## src/rtl/flag_branch_unit.sv

```systemverilog
// flag_branch_unit: architectural NVZ flags, branch resolution and halt control for the execute stage
module flag_branch_unit (
  input  logic        clk,
  input  logic        rst_n,
  input  logic        ex_valid,
  input  logic [3:0]  opcode,
  input  logic [2:0]  alu_flags,
  input  logic [2:0]  ccc,
  input  logic [15:0] pc_plus2,
  input  logic [8:0]  imm9,
  input  logic [15:0] rs_val,
  input  logic        stall,
  output logic [2:0]  flags,
  output logic        br_taken,
  output logic [15:0] br_target,
  output logic        flush,
  output logic        halt
);
  typedef enum logic [1:0] {RUN, FLUSH, HALTED} state_t;
  state_t state, state_nx;
  logic acc, taken_nx;
  logic [2:0] flags_nx;
  logic [7:0] conds;
  logic [15:0] target_nx, b_tgt;
  assign halt = state == HALTED;
  always_comb begin
    acc = ex_valid && !stall && state == RUN;
    flags_nx = flags;
    if (acc && opcode inside {4'b0000, 4'b0001}) flags_nx = alu_flags;
    else if (acc && opcode inside {4'b0010, 4'b0100, 4'b0101, 4'b0110}) flags_nx = {flags[2:1], alu_flags[0]};
    // conditions use the bypassed flags, indexed by ccc
    conds = {1'b1, flags_nx[1], flags_nx[2] | flags_nx[0], flags_nx[0] | ~flags_nx[2],
             flags_nx[2], ~flags_nx[0] & ~flags_nx[2], flags_nx[0], ~flags_nx[0]};
    b_tgt = pc_plus2 + {{6{imm9[8]}}, imm9, 1'b0};
    taken_nx = acc && (opcode == 4'b1100 || opcode == 4'b1101) && conds[ccc];
    target_nx = taken_nx ? (opcode[0] ? rs_val : b_tgt) : br_target;
    state_nx = stall ? state :
               state == HALTED ? HALTED :
               state == FLUSH ? RUN :
               (acc && opcode == 4'b1111) ? HALTED :
               taken_nx ? FLUSH : RUN;
  end
  always_ff @(posedge clk or negedge rst_n)
    if (!rst_n) begin
      state <= RUN;
      flags <= 3'b000;
      br_taken <= 1'b0;
      flush <= 1'b0;
      br_target <= 16'h0000;
    end else begin
      state <= state_nx;
      flags <= flags_nx;
      br_taken <= taken_nx;
      flush <= taken_nx;
      br_target <= target_nx;
    end
endmodule

```

## config.mk

```make
export PLATFORM = sky130hd
export DESIGN_NAME = flag_branch_unit
export DESIGN_NICKNAME = d
export VERILOG_FILES = /design/src/rtl/flag_branch_unit.sv
export SDC_FILE = /design/constraint.sdc
export NUM_CORES = 1
export LEC_CHECK = 0
export ABC_AREA = 1
export BUFFER_PORTS_ARGS = -buffer_cell sky130_fd_sc_hd__buf_2
export CORE_UTILIZATION = 50
export DETAILED_ROUTE_END_ITERATION = 8
export GPL_TIMING_DRIVEN = 0
export PLACE_DENSITY = 0.8
export SYNTH_ARGS = -nofsm -noshare
export SYNTH_HDL_FRONTEND = slang
export SYNTH_SLANG_ARGS = --single-unit
```

## constraint.sdc

```tcl
create_clock -name clk -period 1.9 [get_ports clk]
set_input_delay 0.38 -clock clk [delete_from_list [all_inputs] [get_ports clk]]
set_output_delay 0.38 -clock clk [all_outputs]
set_load 0.01 [all_outputs]
```

== Word level (Yosys, flattened, before mapping) ==
Index checks and enable logic that the tools add are counted.

* Input bits: 55
* Register bits after elaboration: 22
* Logic and storage cells: 43
* Output and inout bits: 22

* Order comparisons: 1
* Mux-type cells: 9
* Reductions and logical operators: 13
* Add/sub/neg operators: 1
* Bitwise gates (word level): 5
* Equality and inequality tests: 10

{| class="wikitable"
|+ Operators with widths
! operator !! count
|-
| $add A16 B16 Y16 || 1
|-
| $mux W16 || 1
|-
| $eq A4 B3 Y1 const B || 3
|-
| $eq A4 B4 Y1 const B || 3
|-
| $logic_and A1 B1 Y1 || 7
|-
| $mux W2 || 3
|-
| $eq A4 B1 Y1 const B || 1
|-
| $eq A4 B2 Y1 const B || 1
|-
| $logic_not A4 Y1 || 1
|-
| $lt A3 B4 Y1 const B || 1
|-
| $reduce_bool A4 Y1 || 1
|-
| $bmux W1 S3 || 1
|-
| $mux W1 || 3
|-
| $mux W3 || 1
|-
| $eq A2 B1 Y1 const B || 1
|-
| $eq A2 B2 Y1 const B || 1
|-
| $logic_not A2 Y1 || 1
|-
| $not A1 Y1 || 2
|-
| $or A1 B1 Y1 || 2
|-
| $reduce_bool A2 Y1 || 1
|-
| $and A1 B1 Y1 || 1
|-
| $logic_not A1 Y1 || 1
|-
| $logic_or A1 B1 Y1 || 1
|}

== Logic depth before layout (Yosys ltp) ==
* Word-level depth: 15
* Mapped depth: 14
* Depth with buffers taken out: 13

== Worst setup path before layout ==
OpenSTA, ideal clock, no wires.

* Path type: in2reg
* Start point: input pc_plus2[1]
* End point: register br_target[13]
* Data required time: 1.783 ns
* Stages: 13
* Data arrival time: 1.700 ns
* Setup slack: 0.083 ns
* Cell sequence: ha_1 inv_1 fa_1 inv_1 nand3_1 nand3_1 nand3_1 nand3_1 nand2_1 nand3_1 nand2_1 nand4_1 nand2_1

* Cells in the longest elaborated chain, start to end: 2

{| class="wikitable"
|+ Ends and longest elaborated chain
! item !! RTL line !! source
|-
| start, declared || 9 || <nowiki>input logic [15:0] pc_plus2,</nowiki>
|-
| $add A16 B16 Y16 || 34 || <nowiki>b_tgt = pc_plus2 + {{6{imm9[8]}}, imm9, 1'b0};</nowiki>
|-
| $mux W16 || 36 || <nowiki>target_nx = taken_nx ? (opcode[0] ? rs_val : b_tgt) : br_target;</nowiki>
|-
| end signal, assigned || 55 || <nowiki>br_target <= target_nx;</nowiki>
|-
| end, declared || 15 || <nowiki>output logic [15:0] br_target,</nowiki>
|}

Every way passes these cells.
A chain may end at the register's enable or synchronous reset.

== Worst setup path after layout ==
Same ends and word-level chain as after synthesis.

==> impl_metrics.py <==
metrics = {
    "power": {
        "power_frac_seq_pct": 36.9,
        "p_sw_mw": 0.680,
        "combPwrFrac_pct": 46.6,
        "p_sw_share_pct": 39.4,
        "p_per_area_nw_per_um2": 612,
        "power.leakage_nw": 1.76,
        "ir_worst_vdd_mv": 0.299,
        "p_clk_share_pct": 16.5,
        "p_int_mw": 1.05,
    },
    "clock_network": {
        "clock-root-buffer": "clkbuf_8",
        "cts_buffers": 3,
        "clkTransAtPathRegs_ns": 0.07,
        "htreeDepth": 1,
        "clock_latency_ns": 0.26,
        "clockBufferDepth": 2,
        "cts_sinks": 22,
        "cts_hold_buf": 0,
        "cts_tree": "built",
    },
    "timing": {
        "rsz0062_at_grt": "true",
        "fin_skew_ns": 0.000877,
        "fin_crit_ns": 1.77,
        "fin_crit_sh_pct": 93.3,
        "setup_viol": 0,
        "relSlewSlack_pct": 65.5,
        "hold_violations": 0,
        "fmax_ghz": 0.564,
        "tightest_slew_ns": 0.518,
        "drv_slew": 0,
    },
    "global_route": {
        "grt_use_total_pct": 23.9,
        "grt_pass1_wl_um": 8600,
        "antenna_found_initial": 0,
        "grt_max_degree": 23,
        "grt_pass1_vias": 2191,
        "grt-ovfl-total": 0,
    },
    "final_layout": {
        "fin_area_um2": 2820,
        "diodes": 0,
        "fin_nets": 520,
        "final_cell_mix": "nand2_1 (140), buf_2 (78), inv_1 (59), nand3_1 (29), nand4_1 (23)",
        "n_fill_cell": 398,
        "syn_to_final_growth_pct": 26.4,
        "final_core_util_pct": 68.1,
        "final_common_cell": "nand2_1",
        "final_layout_size_suffix_gt1_share_pct": 25.4,
    },
    "synthesis": {
        "syn_avg_cell_area_um2": 6.21,
        "syn_nets": 430,
        "ys_warn_count": 0,
        "yosysSeqAreaShare_pct": 24.6,
        "synth_area_um2": 2230,
        "synth_cell_types": 28,
        "synth.ff_latch_count": 22,
        "syn_inst": 360,
    },
    "floorplan": {
        "dieWidth_um": 68.9,
        "ios": 77,
        "start_util_pct": 53.9,
        "fp.dieH_um": 68.9,
        "core_um2": 4140,
        "fp-row-count": 23,
        "dieArea_um2": 4740,
    },
    "drt": {
        "wl_per_cell_um": 11.2,
        "ant_nets": 0,
        "drc": 0,
        "vias": 2538,
        "drt_first_pass_iters": 4,
        "drt-total-wl_um": 5600,
        "vias_per_cell": 5.10,
        "first_iter_violations": 93,
    },
    "run_status": {
        "status": "finished clean",
    },
    "placement": {
        "gp_congestion": 0.909,
        "portBuffers": 76,
        "dpl_cell_area_um2": 2680,
        "dp_hpwl_um": 4520,
    },
    "setup_path": {
        "critPathMaxFanout": 4,
        "crit_arrival_ns": 1.93,
        "cp-end-kind": "flip-flop",
        "cp_data_required_time_ns": 2.06,
        "cp-start-kind": "primary input",
        "critical_path_class": "in -> reg",
    },
    "job": {
        "cap_violations": 0,
    },
    "hold_path": {
        "worstHoldPathType": "in -> async",
    },
}
metrics by stage:
step	power (mW)	setup slack (ns)	setup TNS (ns)	hold slack [ns]	std cells
2_1_floorplan	1.13	0.0829	0	0.0844	360
3_3_place_gp	1.39	-0.253	-0.811	0.366	486
3_5_place_dp	1.41	-0.278	-1.02	0.368	486
4_1_cts	1.69	0.0383	0	0.0896	489
5_1_grt	1.87	-0.0714	-0.664	0.112	498
6_report	1.73	0.128	0	0.0667	498
synth_stat cells:
library cell	instances	area [µm²]
nand2_1	141	529
inv_1	61	229
nand3_1	30	150
nand4_1	23	144
dfrtp_1	22	551
nor2_1	17	63.8
ha_1	14	175
a21oi_1	12	60.1
o21ai_0	8	40.0
nand2_2	4	25.0
clkbuf_1	3	11.3
nand3_4	3	52.6
xor2_1	3	26.3
and2_1	2	12.5
buf_4	2	15.0
buf_6	2	22.5
xnor2_1	2	17.5
a211oi_1	1	7.51
buf_2	1	5.00
fa_1	1	20.0
inv_2	1	3.75
nand2_4	1	11.3
nand4_2	1	12.5
nor2_2	1	6.26
nor2_8	1	20.0
nor3_2	1	10.0
o211ai_1	1	7.51
or2_2	1	6.26
what timing repair did:
item,4_1_cts,5_1_grt
gates cloned,0,1
pin swaps,0,7
endpoints found under the setup margin,1,16
setup buffers,0,8
resized for setup,1,11
hold endpoints to repair,0,0
power groups by stage:
stage | Clock, mW | Combinational (mW) | Sequential [mW]
after floorplan | 0 | 0.441 | 0.690
after global placement | 0 | 0.749 | 0.637
after detailed placement | 0 | 0.768 | 0.643
after CTS | 0.280 | 0.772 | 0.634
after global routing | 0.300 | 0.923 | 0.646
final | 0.285 | 0.805 | 0.637
kinds of logic (layout without fill, tap and decap cells):
family          Yosys count  in the layout  synth area share, %
fa+ha+maj                15             15                 8.73
flops                    22             22                 24.6
simple gates            226            226                 46.7
compound gates           22             22                 5.15
xor+xnor                  5              5                 1.96
buf+inv                  70            158                 12.8
routing by layer:
layer  wire [µm]  vias to the layer above  GRT usage [%]
li1            -                     1315              -
met1        2430                     1145           26.7
met2        2770                       68           46.0
met3         272                       10           1.97
met4         136                        0           9.69
met5           0                        -              0
worst paths after layout:
kind                                    from       endpoint  slack, ns  cells past startpoint
max in group asynchronous              rst_n  br_target[11]       1.51                      1
worst min-delay path                   rst_n   br_target[6]       0.07                      1
min in group clk                       stall       state[1]       0.37                      2
worst max register to register      state[0]  br_target[15]       0.13                     14
worst max-delay path             pc_plus2[1]  br_target[13]       0.13                     14
worst min register to register  br_target[4]   br_target[4]       0.47                      2
area by class of cell:
class / instances / area, µm² / area share, %
multi-input combinational: 268 / 1430 / 50.6
timing repair buffer: 85 / 449 / 15.9
sequential: 22 / 551 / 19.5
tap: 50 / 62.6 / 2.22
inverter: 62 / 233 / 8.24
buffer: 8 / 57.6 / 2.04
clock buffer: 3 / 41.3 / 1.46
registers in the layout, indices dropped and copies added (netlist names):
signal,flops
flush,1
br_target,16
flags,3
state,2
critical path: stages:
cell and delay (ns):
buf_2 0.10, ha_4 0.17, inv_1 0.06, fa_1 0.39, inv_1 0.11, nand3_1 0.09
nand3_2 0.10, nand3_1 0.13, nand3_1 0.09, nand2_1 0.05, nand3_1 0.07, nand2_1 0.05
nand4_1 0.08, nand2_1 0.05
(Power assumes the default switching activity.)
